===== src/rtl/inv_mixcolumn_seq.sv =====
// AES InvMixColumns engine: one 128-bit state in, LANES columns per cycle, result held until taken.
// Optional: define INV_MIXCOL_DUAL_EN to add the fwd port selecting forward MixColumns per block.
module inv_mixcolumn_seq #(
   parameter int LANES = 1
) (
   input  logic         clk,
   input  logic         rst,
`ifdef INV_MIXCOL_DUAL_EN
   input  logic         fwd,
`endif
   input  logic         in_valid,
   output logic         in_ready,
   input  logic [127:0] data_in,
   output logic         out_valid,
   input  logic         out_ready,
   output logic [127:0] data_out
);

   localparam logic [1:0] IDLE = 2'd0;
   localparam logic [1:0] BUSY = 2'd1;
   localparam logic [1:0] DONE = 2'd2;

   localparam logic [1:0] LAST_COL = 2'(4 - LANES);
   localparam logic [1:0] COL_STEP = 2'(LANES);

   logic [1:0]   state_reg;
   logic [1:0]   col_cnt_reg;
   logic [127:0] cap_reg;
   logic [127:0] data_out_reg;
`ifdef INV_MIXCOL_DUAL_EN
   logic         fwd_reg;
`endif

   logic [1:0]  lane_col [LANES];
   logic [31:0] lane_res [LANES];

   function automatic logic [7:0] xtime(input logic [7:0] b);
      return {b[6:0], 1'b0} ^ (b[7] ? 8'h1b : 8'h00);
   endfunction

   // Column c sits at bits 127-32c down, i.e. base 32*(3-c); 3-c is ~c for two bits.
   function automatic logic [6:0] col_base(input logic [1:0] c);
      return {~c, 5'b00000};
   endfunction

   function automatic logic [31:0] inv_col(input logic [31:0] col);
      logic [7:0] a  [4];
      logic [7:0] m9 [4];
      logic [7:0] mb [4];
      logic [7:0] md [4];
      logic [7:0] me [4];
      logic [7:0] x2, x4, x8;
      for (int i = 0; i < 4; i++) begin
         a[i]  = col[31-8*i -: 8];
         x2    = xtime(a[i]);
         x4    = xtime(x2);
         x8    = xtime(x4);
         m9[i] = x8 ^ a[i];
         mb[i] = x8 ^ x2 ^ a[i];
         md[i] = x8 ^ x4 ^ a[i];
         me[i] = x8 ^ x4 ^ x2;
      end
      return {me[0] ^ mb[1] ^ md[2] ^ m9[3],
              m9[0] ^ me[1] ^ mb[2] ^ md[3],
              md[0] ^ m9[1] ^ me[2] ^ mb[3],
              mb[0] ^ md[1] ^ m9[2] ^ me[3]};
   endfunction

`ifdef INV_MIXCOL_DUAL_EN
   function automatic logic [31:0] fwd_col(input logic [31:0] col);
      logic [7:0] a  [4];
      logic [7:0] m2 [4];
      logic [7:0] m3 [4];
      for (int i = 0; i < 4; i++) begin
         a[i]  = col[31-8*i -: 8];
         m2[i] = xtime(a[i]);
         m3[i] = m2[i] ^ a[i];
      end
      return {m2[0] ^ m3[1] ^ a[2]  ^ a[3],
              a[0]  ^ m2[1] ^ m3[2] ^ a[3],
              a[0]  ^ a[1]  ^ m2[2] ^ m3[3],
              m3[0] ^ a[1]  ^ a[2]  ^ m2[3]};
   endfunction
`endif

   generate
      for (genvar gi = 0; gi < LANES; gi++) begin : g_lane
         logic [31:0] lane_in;
         assign lane_col[gi] = col_cnt_reg + 2'(gi);
         assign lane_in      = cap_reg[col_base(lane_col[gi]) +: 32];
`ifdef INV_MIXCOL_DUAL_EN
         assign lane_res[gi] = fwd_reg ? fwd_col(lane_in) : inv_col(lane_in);
`else
         assign lane_res[gi] = inv_col(lane_in);
`endif
      end
   endgenerate

   // Combinational from out_ready so a new block can enter in the same cycle the result leaves.
   assign in_ready  = (state_reg == IDLE) | ((state_reg == DONE) & out_ready);
   assign out_valid = (state_reg == DONE);
   assign data_out  = data_out_reg;

   always_ff @(posedge clk or posedge rst) begin
      if (rst) begin
         state_reg    <= IDLE;
         col_cnt_reg  <= 2'd0;
         cap_reg      <= '0;
         data_out_reg <= '0;
`ifdef INV_MIXCOL_DUAL_EN
         fwd_reg      <= 1'b0;
`endif
      end else begin
         case (state_reg)
            IDLE, DONE: begin
               if (in_valid && in_ready) begin
                  cap_reg     <= data_in;
                  col_cnt_reg <= 2'd0;
                  state_reg   <= BUSY;
`ifdef INV_MIXCOL_DUAL_EN
                  fwd_reg     <= fwd;
`endif
               end else if (state_reg == DONE && out_ready) begin
                  state_reg <= IDLE;
               end
            end
            BUSY: begin
               for (int i = 0; i < LANES; i++) begin
                  data_out_reg[col_base(lane_col[i]) +: 32] <= lane_res[i];
               end
               col_cnt_reg <= col_cnt_reg + COL_STEP;
               if (col_cnt_reg == LAST_COL) begin
                  state_reg <= DONE;
               end
            end
            default: state_reg <= IDLE;
         endcase
      end
   end

endmodule


===== config.mk =====
export PLATFORM = sky130hd
export DESIGN_NAME = inv_mixcolumn_seq
export DESIGN_NICKNAME = d
export VERILOG_FILES = /design/src/rtl/inv_mixcolumn_seq.sv
export SDC_FILE = /design/constraint.sdc
export NUM_CORES = 1
export LEC_CHECK = 0
export BUFFER_PORTS_ARGS = -buffer_cell sky130_fd_sc_hd__buf_2
export CAP_MARGIN = 30
export CORE_ASPECT_RATIO = 1.2
export CORE_MARGIN = 3
export CORE_UTILIZATION = 40
export CTS_CLUSTER_SIZE = 24
export DETAILED_ROUTE_END_ITERATION = 7
export PLACE_DENSITY = 0.73
export SETUP_SLACK_MARGIN = 0.15
export SYNTH_ARGS = -nofsm -noshare
export SYNTH_HDL_FRONTEND = slang
export SYNTH_SLANG_ARGS = --single-unit

===== constraint.sdc =====
create_clock -name clk -period 21.2 [get_ports clk]
set_input_delay 5.3 -clock clk [delete_from_list [all_inputs] [get_ports clk]]
set_output_delay 5.3 -clock clk [all_outputs]
set_load 0.1 [all_outputs]

==> metrics.yaml <==
worstMarginPinSlew_ps: 984.6
drt-initial-drc-count: 552
synth_area_per_cell_um2: 13.36
initial_core_util_pct: 41.01
path_delay_family: "buffers and inverters"
routabilityCongestion: 0.8878
synth_area_leaders: "dfrtp_1 51%, mux2_2 11%, xnor2_1 6.7%, mux4_2 5.5%, xnor3_1 4.8%"
maxSlewHeadroom_pct: 34.36
num_rows: 70
fin_crit_sh_pct: 53.83
slowest_delay_ps: 450
critical_path_class: "primary input to primary output"
min_period_ps: 11410
coreArea_um2: 30830
grt_pass1_wl_um: 49330
ant_nets: 0
tns_ps: 0
grt_start_max_net_pins: 111
cp-end-kind: "primary output"
port_buffers: 261
syn_area_um2: 12640
postCtsSetupBuffers: 0
grt_overflow: 0
max_freq_mhz: 87.64
drive_gt1_share_pct: 41.89
synth-seq-cells: 260
vias_per_cell: 5.130
vias: 8228
nFillCells: 2688
clkTransAtPathRegs_ps: 60
syn-instance-count: 946
setup_viol: 0
cp_max_fo: 2
yosys_warnings: 0
cp_slowest_cell: "buf_2"
rsz0062_at_grt: "false"
first_pass_iters: 5
yosys.cell_types.count: 36
wl_um: 31950
synth-seq-area-share_pct: 51.46
die-area_um2: 33780
numCtsBuffers: 26
netlist.top_cell.by_area: "dfrtp_1"
path_cells: "buf_2, nand2b_1, nor2b_1, buf_2"
area_growth_pct: 20.42
hold_path_class: "flip-flop to flip-flop"
synth_top_area_share_pct: 51.46
dp_cells: 1555
slew_viol_final: 0
critPathMostFrequentCell: "buf_2"
hold_violations: 0
clkLatencyLatePin_ps: 550
first_global_vias: 8633
outcome: "complete, no violations"
fin_nets: 1326
cts_max_level: 1
track_usage_pct: 18.56
maxCapViolCount: 0
hold_buffers: 0
cts_buffer_depth: 3
ctsResizeCount: 0
crit_required_ps: 15900
clock_sinks: 260
cp_num_buf_inv: 2
fin_util_pct: 49.38
postSynthNetCount: 1083
stdcell_count: 1604
cts_tree: "yes"
cts-root-buf: "clkbuf_16"
n_antenna_cell: 0
wl_per_cell_um: 19.92
grt_antenna_before_repair: 4
finClkSkew_ps: 21.90
dp_hpwl_um: 23270
die_h_um: 200.7
fp.dieW_um: 168.3
critPathLaunchType: "primary input"
ios: 262
drc: 0
arrival_ps: 6110
==> layout by cell type (no fill, tap or decap), drive strengths merged, types with 3 or more instances in the layout <==
master	instances
inv	3
or3	3
nor2b	3
nand2	129
mux2	128
xnor3	31
clkinv	4
ha	5
xor2	32
o21ai	122
xnor2	113
buf	275
a22o	8
dfrtp	260
clkinvlp	3
mux4	32
clkbuf	39
xor3	5
==> area by class of cell <==
cell class              count  area, µm²  area share [%]
multi-input cells         623       5816           38.20
well taps                 396      495.5           3.255
clock inverters             8      72.57          0.4767
repair buffers            275       1511           9.928
inverters                   3      18.77          0.1233
clock buffers              39      800.8           5.260
flip-flops and latches    260       6509           42.75
==> synth_stat cells (all sizes together) <==
cell	number
nor2	2
ha	5
nor4	1
mux2	128
nand2	129
xnor3	31
a22o	8
xor3	5
nand4	1
xnor2	113
and2	1
inv	3
o21bai	1
or4	1
buf	23
dfrtp	260
nor3	2
xor2	32
o21ai	122
mux4	32
o31ai	1
nand2b	2
clkbuf	37
or3	3
nor2b	3
==> metrics by stage <==
| stage | hold slack (ps) | instance area, µm² | setup WS (ps) |
|---|---|---|---|
| after floorplan | 472.0 | 12640 | 8745 |
| after global placement | 455.5 | 14210 | 9811 |
| after detailed placement | 465.5 | 14300 | 9791 |
| after CTS | 479.5 | 15170 | 9783 |
| after global routing | 488.6 | 15220 | 9723 |
| final | 471.5 | 15220 | 9789 |
==> logic make-up (layout without fill, tap and decap cells) <==
| logic type | Yosys count | in the layout | synth area share [%] |
|---|---|---|---|
| flops | 260 | 260 | 51.46 |
| mux | 160 | 160 | 17.13 |
| buf+inv | 63 | 325 | 2.553 |
| simple gates | 145 | 145 | 4.573 |
| compound gates | 132 | 132 | 5.503 |
| fa+ha+maj | 5 | 5 | 0.4949 |
| xor+xnor | 181 | 181 | 18.28 |
==> metal layers <==
layer	wire, µm	vias up	GRT usage (%)
met1	13300	4151	23.95
met2	15490	279	31.40
li1	-	3739	-
met5	42	-	0
met4	908	8	5.612
met3	2218	51	4.097
==> tightest hold or removal path: stages (launching register included) <==
cell and delay, ps:
dfrtp_1 340, nand2_1 40, o21ai_0 60
==> worst paths after layout <==
check	startpoint	endpoint	slack, ps	depth (start not counted)
setup reg to reg	col_cnt_reg[0]	data_out[11]	17160	7
min in group asynchronous	rst	data_out[108]	4880	2
hold / removal	data_out[33]	data_out[33]	470	2
hold reg to reg	data_out[33]	data_out[33]	470	2
setup / recovery	out_ready	in_ready	9790	4
max in group asynchronous	rst	data_out[122]	14860	3
Power is not shown: default switching activity piles up to over one toggle a cycle in this logic, so the estimate is an artifact.
